[src/rtl/count_step_monitor.sv]
// count_step_monitor: checks that each sampled counter step is exactly +/-1, counts wraps and errors, and latches a sticky fault.
// Optional min/max tracking of sampled counts is enabled by defining COUNT_MINMAX_EN.
`default_nettype none

module count_step_monitor #(
    parameter int W         = 5,
    parameter int ERR_LIMIT = 4,
    parameter int WCW       = 8
) (
    input  logic           clk,
    input  logic           rst,
    input  logic           adv,
    input  logic           m,
    input  logic [W-1:0]   count_in,
    input  logic           clr,
    output logic           up_wrap,
    output logic           down_wrap,
    output logic           step_err,
    output logic [WCW-1:0] up_wraps,
    output logic [WCW-1:0] down_wraps,
    output logic [WCW-1:0] err_cnt,
    output logic           fault,
    output logic           synced
`ifdef COUNT_MINMAX_EN
    ,
    output logic [W-1:0]   cnt_min,
    output logic [W-1:0]   cnt_max
`endif
);

    localparam logic [1:0] S_SYNC  = 2'd0;
    localparam logic [1:0] S_TRACK = 2'd1;
    localparam logic [1:0] S_FAULT = 2'd2;

    logic [1:0]     r_state;
    logic [1:0]     w_state_nxt;
    logic [W-1:0]   r_prev_count;
    logic           r_prev_m;
    logic [W-1:0]   w_expected;
    logic           w_check;
    logic           w_err;
    logic           w_up_wrap;
    logic           w_down_wrap;
    logic [WCW-1:0] w_err_inc;
    logic           w_limit;

    function automatic logic [WCW-1:0] sat_inc(input logic [WCW-1:0] v);
        return (&v) ? v : v + 1'b1;
    endfunction

    assign w_expected  = r_prev_m ? r_prev_count + 1'b1 : r_prev_count - 1'b1;
    assign w_check     = adv && (r_state == S_TRACK || r_state == S_FAULT);
    assign w_err       = w_check && (count_in != w_expected);
    // Wraps are only credited while tracking; once faulted the wrap statistics freeze.
    assign w_up_wrap   = adv && (r_state == S_TRACK) && (count_in == w_expected)
                         && r_prev_m && (&r_prev_count);
    assign w_down_wrap = adv && (r_state == S_TRACK) && (count_in == w_expected)
                         && !r_prev_m && (r_prev_count == '0);
    assign w_err_inc   = sat_inc(err_cnt);
    assign w_limit     = w_err && (w_err_inc >= WCW'(ERR_LIMIT));

    always_ff @(posedge clk or negedge rst) begin
        if (!rst) begin
            r_state <= S_SYNC;
        end else begin
            r_state <= w_state_nxt;
        end
    end

    always_comb begin
        w_state_nxt = r_state;
        if (clr) begin
            w_state_nxt = S_SYNC;
        end else begin
            case (r_state)
                S_SYNC:  if (adv) w_state_nxt = S_TRACK;
                S_TRACK: begin
                    if (!adv)        w_state_nxt = S_SYNC;
                    else if (w_limit) w_state_nxt = S_FAULT;
                end
                S_FAULT: w_state_nxt = S_FAULT;
                default: w_state_nxt = S_SYNC;
            endcase
        end
    end

    always_comb begin
        fault  = (r_state == S_FAULT);
        synced = (r_state != S_SYNC);
    end

    always_ff @(posedge clk or negedge rst) begin
        if (!rst) begin
            r_prev_count <= '0;
            r_prev_m     <= 1'b0;
            up_wrap      <= 1'b0;
            down_wrap    <= 1'b0;
            step_err     <= 1'b0;
            up_wraps     <= '0;
            down_wraps   <= '0;
            err_cnt      <= '0;
        end else begin
            if (adv) begin
                r_prev_count <= count_in;
                r_prev_m     <= m;
            end
            if (clr) begin
                up_wrap    <= 1'b0;
                down_wrap  <= 1'b0;
                step_err   <= 1'b0;
                up_wraps   <= '0;
                down_wraps <= '0;
                err_cnt    <= '0;
            end else begin
                up_wrap   <= w_up_wrap;
                down_wrap <= w_down_wrap;
                step_err  <= w_err;
                if (w_up_wrap)   up_wraps   <= sat_inc(up_wraps);
                if (w_down_wrap) down_wraps <= sat_inc(down_wraps);
                if (w_err)       err_cnt    <= w_err_inc;
            end
        end
    end

`ifdef COUNT_MINMAX_EN
    // Reset values make the first sample win both comparisons, so no valid flag is needed.
    always_ff @(posedge clk or negedge rst) begin
        if (!rst) begin
            cnt_min <= '1;
            cnt_max <= '0;
        end else if (clr) begin
            cnt_min <= '1;
            cnt_max <= '0;
        end else if (adv) begin
            if (count_in < cnt_min) cnt_min <= count_in;
            if (count_in > cnt_max) cnt_max <= count_in;
        end
    end
`endif

endmodule

`default_nettype wire

[config.mk]
export PLATFORM = sky130hd
export DESIGN_NAME = count_step_monitor
export DESIGN_NICKNAME = d
export VERILOG_FILES = /design/src/rtl/count_step_monitor.sv
export SDC_FILE = /design/constraint.sdc
export NUM_CORES = 1
export LEC_CHECK = 0
export ABC_AREA = 1
export ABC_CLOCK_PERIOD_IN_PS = 2800
export CORE_ASPECT_RATIO = 0.6
export CORE_UTILIZATION = 53
export DETAILED_ROUTE_END_ITERATION = 6
export PLACE_DENSITY_LB_ADDON = 0.3
export SLEW_MARGIN = 10
export SYNTH_ARGS = -nofsm -noshare
export SYNTH_HDL_FRONTEND = slang
export SYNTH_SLANG_ARGS = --single-unit
[constraint.sdc]
create_clock -name clk -period 2.8 [get_ports clk]
set_input_delay 0.42 -clock clk [delete_from_list [all_inputs] [get_ports clk]]
set_output_delay 0.42 -clock clk [all_outputs]
set_load 0.02 [all_outputs]
==> summary.txt, run 1 <==
Clock network
  • Number of setup buffers added after CTS: 0
  • Number of hold buffers added after cts: 0
  • Number of buffers created by CTS: 5
  • Number of H-tree levels: 2
  • Clk_lat worst skew: 0.29 ns
  • Clock-pin slew on the worst setup and hold paths: 0.07 ns
  • Number of gates given a new drive strength after cts: 0
  • CTS max path bufs: 2
  • Clock tree from TritonCTS: built
  • Clock tree root driver cell: clkbuf_8
  • CTS Sinks: 35

Finish
  • Total number of nets in the final design: 378
  • Highest-count cells in the layout ignoring fill and taps: nand2_1, nand3_1, clkdlybuf4s50_1
  • Antenna cell count: 0
  • Most common cell after layout, fill and taps aside: nand2_1
  • Area overhead of the layout relative to synthesis: 24.83%
  • Proportion of layout cells with a drive suffix above 1: 6.964%
  • Fill count: 334

Route
  • Detailed-route vias per instance: 5.089
  • Post-detailed-route DRC marker count: 0
  • Wire length per cell after detailed routing: 12.33 µm
  • First-iteration detailed-routing DRC count: 102
  • Total wire length after detailed routing: 5.128 mm
  • Total via count after detailed routing: 2117
  • TritonRoute pass-1 iters: 4
  • Antenna-violating nets left: 0

Worst setup path
  • Beginning of the worst register-to-register path: r_prev_count[0]
  • Path depth of the worst reg2reg path: 13
  • Critical register-to-register path endpoint: up_wraps[0]
  • Highest cell delay on the worst timing path: 0.56 ns
  • Endpoint required time on the critical path: 3.03 ns
  • Largest fanout of any net on the critical path: 9
  • Worst path arrival time: 2.49 ns
  • Crit Path Category: register to register
  • CP endpoint kind: register
  • Cell with the most instances on the worst path: nand2_1
  • Ordered cell list for the critical path: inv_1 > fa_1 > xor2_1 > nand2_1 > nor2_1 > nand2_1 > nor2_4 > nand2_4 > nor2_4 > nand2_4 > nand2_4 > nand2_1 > nand2_1
  • Slack of the worst reg-to-reg path: 0.54 ns
  • Worst path slowest cell: fa_1
  • Type of element launching the critical path: register

Timing
  • Fraction of the cycle the final worst path needs: 80.64%
  • Max-slew headroom at the worst pin: 70.29%
  • Setup TNS: 0 ns
  • Transition at the pin with the smallest max-transition slack: 0.4457 ns
  • Final Hold Viols: 0
  • Final setup violation count: 0
  • RSZ-0062 raised after global routing: false
  • Max-slew violation count: 0
  • Clk_skew: 0.005406 ns
  • Max Fclk: 442.9 MHz
  • Min Tclk post-route: 2.258 ns
  • Setup slack after layout: 0.5420 ns

Global route
  • Remaining global-route overflow: 0
  • Pin count of the biggest net entering global routing: 36
  • Global-route usage over all layers: 25.87%
  • Global-route wire length before repair: 8.756 mm
  • Vias in the first global route: 1909
  • Number of antenna violations at the first check in global routing: 0

Power
  • Cell area power density: 421.7 mW/mm²
  • Cell internal pwr: 841.8 µW
  • Leakage: 0.001435 µW
  • Comb power frac: 20.1%
  • Switching power total: 351.8 µW
  • Relative contribution of sequential cells to total power: 46.0%
  • VDD IR max: 0.4375 mV
  • Clock network fraction of design power: 33.9%
  • Switching Fraction: 29.47%

Die
  • Initial standard-cell utilization of the core: 58.56%
  • Die span in x: 86.44 µm
  • Floorplan Core Area: 0.003871 mm²
  • IO Count: 39
  • Die Span Y: 52.66 µm
  • Die area: 0.004552 mm²
  • Site row count: 17

Placed design
  • Input/output buffers: 38
  • Dpl hpwl: 3.831 mm
  • Worst slack at placement: 0.5634 ns
  • Last weighted congestion value of the routability-driven placer: 0.8703

Synthesis
  • Synthesis-stage register bit count: 35
  • Largest area contributor in the netlist: dfrtp_1
  • Share of the synthesized area in the top cell type: 38.63%
  • Synth Area per Inst: 7.220 µm²
  • Cells after synthesis: 314
  • Synthesized netlist net count: 334
  • Count of yosys warnings during synthesis: 0
  • Post-synthesis instance area: 0.002267 mm²
  • Synth area leaders: dfrtp_1, nand2_1, nand3_1
  • Sequential fraction of the synthesis area: 38.63%
  • Unique masters post-synth: 24

Run status
  • Result of the run: complete, no violations

Min path
  • Tightest Hold Check Type: input port to async pin

Run
  • Count of maximum capacitance violations: 0
==> cell usage after synthesis <==
cell      count
a211oi_1      2
a21oi_1       3
buf_1         1
clkbuf_1      4
dfrtp_1      35
fa_1          1
ha_1          9
inv_1        34
inv_2         3
nand2_1     103
nand2_4       5
nand3_1      40
nand4_1       8
nor2_1       26
nor2_2        3
nor2_4        3
nor3_1        5
nor3b_1       2
nor4_1        2
o21ai_0      10
o21ai_1       1
or2_1         1
xnor2_1       5
xor2_1        8
==> cells by family after synthesis <==
logic type / Yosys count / synth area share, %
xor+xnor: 13 / 5.022
simple gates: 198 / 39.79
compound gates: 16 / 3.752
buf+inv: 42 / 6.953
fa+ha+maj: 10 / 5.850
flops: 35 / 38.63
==> sequential cells by signal, summed over array words and instances (netlist names) <==
| signal | count |
|---|---|
| up_wraps | 8 |
| up_wrap | 1 |
| r_state | 2 |
| down_wrap | 1 |
| down_wraps | 8 |
| step_err | 1 |
| err_cnt | 8 |
| r_prev_m | 1 |
| r_prev_count | 5 |
==> worst max-delay path, delay by kind of cell, from the launching register on <==
family,cells,cell delay (ns)
XOR/XNOR,1,0.16
AND/OR/NAND/NOR,10,0.96
adder cells (fa/ha/maj),1,0.56
buffers and inverters,1,0.10
flip-flops,1,0.41
==> stage by stage <==
step,instances,hold slack (ns),util (%),instance area [µm²],power (µW)
floorplan,314,0.1244,-,2267,706.9
global placement,408,0.5303,70.52,2730,789.0
detailed placement,408,0.5339,70.52,2730,796.4
CTS,416,0.5513,73.11,2830,1202
global route,416,0.5963,73.11,2830,1258
finish,416,0.5377,73.11,2830,1194
==> final cells by class <==
cell class	instances	area (µm²)	area share [%]
clock buffer	8	100.1	3.537
multi-input combinational	237	1234	43.59
tap	57	71.32	2.520
timing repair buffer	42	410.4	14.50
sequential	35	875.8	30.95
inverter	37	138.9	4.907
==> power groups by stage <==
stage                     logic [µW]  registers, µW  clock network (µW)
after floorplan                  146            561                   0
after global placement           233            556                   0
after detailed placement         239            558                   0
after CTS                        241            548                 413
after global routing             272            552                 435
final                            240            549                 405
==> metal layers <==
layer | vias up | wire [µm] | track usage, %
li1 | 1093 | - | -
met1 | 946 | 2472 | 36.62
met2 | 69 | 2243 | 38.89
met3 | 9 | 334 | 6.299
met4 | 0 | 77 | 8.611
met5 | - | 0 | 0
==> worst max-delay path by stage <==
stage	from	end
6_report	r_prev_count[0]	up_wraps[0]
3_3_place_gp	r_prev_count[0]	up_wraps[6]
5_1_grt	r_prev_count[0]	up_wraps[0]
3_5_place_dp	r_prev_count[0]	up_wraps[0]
4_1_cts	r_prev_count[0]	up_wraps[0]
2_1_floorplan	r_prev_count[0]	up_wraps[2]
(Power assumes the default switching activity.)
==> inputs of run 2 (changes only) <==
- ABC_CLOCK_PERIOD_IN_PS: 2800 -> 2300
- clock period: 2.8 -> 2.3 ns (I/O delays scaled with it)
==> run 2 against run 1 <==
  * Utilization up 2.7 points
  * Cell area up 3.6%
  * Clock skew down 0.0011 ns
  * Sequential cell count unchanged
  * Clock power up 42%
  * Count of clock-buffer cells in the layout down 3
  * Setup slack worse by 0.52 ns
  * Cell count up 1.4%
  * Sequential power up 22%
  * Sequential share of layout area down 1.1 points
==> summary.txt, run 2 (synthesized netlist as in run 1, its figures left out) <==
Die
  • Site row count: 17
  • Initial standard-cell utilization of the core: 58.56%
  • Floorplan Core Area: 0.003871 mm²
  • IO Count: 39
  • Die Span Y: 52.66 µm
  • Die area: 0.004552 mm²
  • Die span in x: 86.44 µm

Power
  • VDD IR max: 0.3917 mV
  • Overall power: 1560 µW
  • Leakage: 0.001462 µW
  • Cell area power density: 531.8 mW/mm²

Timing
  • Fraction of the cycle the final worst path needs: 99.17%
  • Final setup violation count: 0
  • Min Tclk post-route: 2.281 ns
  • Transition at the pin with the smallest max-transition slack: 0.4429 ns
  • RSZ-0062 raised after global routing: true
  • Setup TNS: 0 ns
  • Final Hold Viols: 0
  • Hold WS: 0.4527 ns
  • Max-slew headroom at the worst pin: 70.48%
  • Max Fclk: 438.4 MHz
  • Clk_skew: 0.004303 ns
  • Setup slack after layout: 0.01905 ns
  • Max-slew violation count: 0

Worst setup path
  • Worst path arrival time: 2.53 ns
  • Largest fanout of any net on the critical path: 5
  • Endpoint required time on the critical path: 2.55 ns
  • CP endpoint kind: register
  • Type of element launching the critical path: register
  • Crit Path Category: register to register

Placed design
  • Last weighted congestion value of the routability-driven placer: 0.8707
  • Input/output buffers: 38
  • Worst slack at placement: 0.1324 ns
  • Placed Area: 0.002730 mm²
  • Dpl hpwl: 3.633 mm

Clock network
  • Number of hold buffers added after cts: 0
  • Number of H-tree levels: 2
  • Clock tree root driver cell: clkbuf_8
  • Clock tree from TritonCTS: built
  • Clock-pin slew on the worst setup and hold paths: 0.08 ns
  • CTS Sinks: 35
  • Clk_lat worst skew: 0.30 ns
  • Number of buffers created by CTS: 5
  • CTS max path bufs: 2

Global route
  • Number of antenna violations at the first check in global routing: 0
  • Global-route usage over all layers: 25.41%
  • Remaining global-route overflow: 0
  • Global-route wire length before repair: 8.611 mm
  • Vias in the first global route: 1858
  • Pin count of the biggest net entering global routing: 36

Route
  • TritonRoute pass-1 iters: 5
  • Post-detailed-route DRC marker count: 0
  • Total via count after detailed routing: 2213
  • Antenna-violating nets left: 0
  • Detailed-route vias per instance: 5.244
  • First-iteration detailed-routing DRC count: 152
  • Wire length per cell after detailed routing: 12.65 µm
  • Total wire length after detailed routing: 5.338 mm

Run
  • Count of maximum capacitance violations: 0

Finish
  • Most common cell after layout, fill and taps aside: nand2_1
  • Total number of nets in the final design: 384
  • Area overhead of the layout relative to synthesis: 29.36%
  • Proportion of layout cells with a drive suffix above 1: 11.51%
  • Highest-count cells in the layout ignoring fill and taps: nand2_1, nand3_1, clkdlybuf4s50_1
  • Antenna cell count: 0
  • Final non-filler cell area: 0.002933 mm²
  • Largest registers: down_wraps x8, err_cnt x8, up_wraps x8

Run status
  • Result of the run: complete, no violations

Min path
  • Tightest Hold Check Type: input port to async pin
## run 2: changes by cell type in the layout (fill, tap and decap cells not counted), moves of 2 or more
cell	delta
nand2_2	+8
nand2_1	-6
buf_4	+4
clkbuf_8	-2
ha_1	-2
ha_4	+2
## run 2: final cells by class
type	instances	area (µm²)
clock buffer	5	68.82
tap	57	71.32
timing repair buffer	46	440.4
clock inverter	3	43.79
inverter	37	138.9
fill	317	938.4
multi-input combinational	239	1294
sequential	35	875.8
## run 2: routing by layer
layer  wire (µm)  GRT usage, %
met1        2603         36.83
met2        2335         37.30
met3         335         5.827
met4          63         8.611
met5           0             0
## run 2: final timing paths
kind | from | to | slack [ns] | cells past startpoint
setup / recovery | r_prev_count[0] | up_wraps[6] | 0.02 | 13
hold / removal | rst | err_cnt[0] | 0.45 | 2
setup reg to reg | r_prev_count[0] | up_wraps[6] | 0.02 | 13
hold reg to reg | err_cnt[6] | err_cnt[6] | 0.56 | 2
max in group asynchronous | rst | r_prev_count[2] | 1.53 | 2
min in group clk | err_cnt[6] | err_cnt[6] | 0.56 | 2
## run 2: what timing repair did
| action | CTS | global route |
|---|---|---|
| gates resized for setup | 0 | 11 |
| endpoints found under the hold margin | 0 | 0 |
| setup endpoints to repair | 0 | 24 |
| setup buffers | 0 | 4 |
## run 2: critical path, stage by stage, from the launching register on
cell and delay (ns):
dfrtp_1 0.35, inv_1 0.09, fa_2 0.57, xor2_1 0.13, nand2_1 0.08, nor2_1 0.11, nand2_1 0.10, nor2_4 0.17
nand2_4 0.10, nor2_4 0.20, nand2_4 0.10, nand2_4 0.11, nand2_2 0.05, nand2_2 0.06
## run 2: through the flow
| stage | utilization (%) | std cells |
|---|---|---|
| 2_1_floorplan | - | 314 |
| 3_3_place_gp | 70.52 | 408 |
| 3_5_place_dp | 70.52 | 408 |
| 4_1_cts | 73.43 | 416 |
| 5_1_grt | 75.76 | 422 |
| 6_report | 75.76 | 422 |
## run 2: power by group
group | total, µW | switching (µW) | internal, µW
Combinational | 315 | 188 | 126
Sequential | 669 | 31.0 | 638
Clock | 576 | 253 | 323
Total | 1560 | 473 | 1090
==> inputs of run 3 (changes only) <==
- ABC_CLOCK_PERIOD_IN_PS: 2300 -> 2200
- clock period: 2.3 -> 2.2 ns (I/O delays scaled with it)
==> run 3 against run 2 <==
  * Combinational power is 11% higher
  * Global-route usage increased by 0.74 points
  * Setup slack got worse by 0.0048 ns
  * Cell count is 0.47% higher
  * Worst hold slack improved by 0.0018 ns
==> summary.txt, run 3 (synthesized netlist as in run 1, its figures left out) <==
Clock network
  • Number of H-tree levels: 2
  • Clock tree from TritonCTS: built
  • Clock tree root driver cell: clkbuf_8
  • Number of buffers created by CTS: 5
  • CTS max path bufs: 2
  • CTS Sinks: 35
  • Clock-pin slew on the worst setup and hold paths: 0.08 ns
  • Clk_lat worst skew: 0.29 ns

Timing
  • Max Fclk: 457.5 MHz
  • Clk_skew: 0.007529 ns
  • Min Tclk post-route: 2.186 ns
  • Hold WS: 0.4545 ns
  • Max-slew violation count: 0
  • Max-slew headroom at the worst pin: 69.99%
  • RSZ-0062 raised after global routing: true
  • Final setup violation count: 0
  • Transition at the pin with the smallest max-transition slack: 0.4502 ns
  • Final Hold Viols: 0
  • Fraction of the cycle the final worst path needs: 99.35%

Power
  • Cell area power density: 558.0 mW/mm²
  • Overall power: 1660 µW
  • VDD IR max: 0.4597 mV
  • Leakage: 0.001481 µW

Finish
  • Final non-filler cell area: 0.002975 mm²
  • Total number of nets in the final design: 386
  • Antenna cell count: 0
  • Area overhead of the layout relative to synthesis: 31.24%
  • Most common cell after layout, fill and taps aside: nand2_1
  • Core utilization of the finished layout: 76.86%
  • Largest registers: down_wraps x8, err_cnt x8, up_wraps x8
  • Non-Filler Instances: 424
  • Highest-count cells in the layout ignoring fill and taps: nand2_1, nand3_1, clkdlybuf4s50_1
  • Proportion of layout cells with a drive suffix above 1: 12.81%

Global route
  • Number of antenna violations at the first check in global routing: 0
  • Most Used Layer, Global Route: met2
  • Met2 capacity usage during global routing: 42.33%
  • Met3 capacity usage during global routing: 5.669%
  • Global-route usage over all layers: 26.15%
  • Vias in the first global route: 1943
  • Pin count of the biggest net entering global routing: 36
  • Global-route wire length before repair: 8.880 mm
  • Remaining global-route overflow: 0
  • Fraction of met1 tracks used by global routing: 35.33%

Worst setup path
  • Worst path arrival time: 2.41 ns
  • Crit Path Category: register to register
  • Largest fanout of any net on the critical path: 5
  • CP endpoint kind: register
  • Endpoint required time on the critical path: 2.43 ns
  • Type of element launching the critical path: register

Route
  • TritonRoute pass-1 iters: 4
  • Post-detailed-route DRC marker count: 0
  • Wire length per cell after detailed routing: 13.61 µm
  • First-iteration detailed-routing DRC count: 118
  • Total wire length after detailed routing: 5.772 mm
  • Detailed-route vias per instance: 5.292
  • Antenna-violating nets left: 0
  • Total via count after detailed routing: 2244

Die
  • Die Span Y: 52.66 µm
  • Initial standard-cell utilization of the core: 58.56%
  • Site row count: 17
  • Floorplan Core Area: 0.003871 mm²
  • IO Count: 39
  • Die span in x: 86.44 µm
  • Die area: 0.004552 mm²

Placed design
  • Input/output buffers: 38
  • Placed Cells: 411
  • Placed Area: 0.002753 mm²
  • Last weighted congestion value of the routability-driven placer: 0.9361
  • Dpl hpwl: 3.963 mm

Min path
  • Tightest Hold Check Type: input port to async pin

Run status
  • Result of the run: complete, no violations

Run
  • Count of maximum capacitance violations: 0
[run 3: path summary, 6_finish.rpt]
kind | endpoint | start | slack [ns] | cells past startpoint
hold / removal | down_wraps[1] | rst | 0.45 | 2
setup / recovery | up_wraps[2] | r_prev_count[0] | 0.01 | 13
hold reg to reg | err_cnt[6] | err_cnt[6] | 0.56 | 2
min in group clk | err_cnt[6] | err_cnt[6] | 0.56 | 2
max in group asynchronous | r_prev_m | rst | 1.40 | 2
setup reg to reg | up_wraps[2] | r_prev_count[0] | 0.01 | 13
[run 3: cell type report]
| type | count | area (µm²) |
|---|---|---|
| clock inverter | 2 | 35.03 |
| multi-input combinational | 239 | 1313 |
| clock buffer | 6 | 82.58 |
| timing repair buffer | 48 | 455.4 |
| sequential | 35 | 877.1 |
| tap | 57 | 71.32 |
| inverter | 37 | 141.4 |
| fill | 284 | 895.9 |
[run 3: report_power, final]
part	total [µW]	switching [µW]	leakage, µW	internal (µW)
logic	349	209	0.000948	140
registers	702	35.1	0.000472	667
clock network	610	243	0.0000612	367
[run 3: per-stage QoR]
| stage | setup TNS [ns] | setup slack, ns |
|---|---|---|
| global route | -1.665 | -0.1308 |
| CTS | 0 | 0.02548 |
| floorplan | 0 | 0.1801 |
| detailed placement | 0 | 0.06844 |
| global placement | 0 | 0.1035 |
| finish | 0 | 0.01426 |
[run 3: timing repair]
action	CTS	global route
gates resized for setup	0	17
buffers inserted	0	3
setup endpoints to repair	0	25
hold buffers	0	0
[run 3: metal layers]
layer	vias to the layer above	part of all wire [%]
li1	1108	-
met1	1035	46
met2	87	45
met3	14	6.8
met4	0	1.6
met5	-	0
[run 3: worst max-delay path, cell delays in order, from the launching register on]
cell and delay, ns:
dfrtp_1 0.37, inv_2 0.06, fa_1 0.55, xor2_1 0.13, nand2_1 0.07, nor2_1 0.11, nand2_1 0.09, nor2_4 0.14
nand2_4 0.09, nor2_4 0.17, nand2_4 0.10, nand2_4 0.11, nand2_1 0.06, nand2_1 0.06
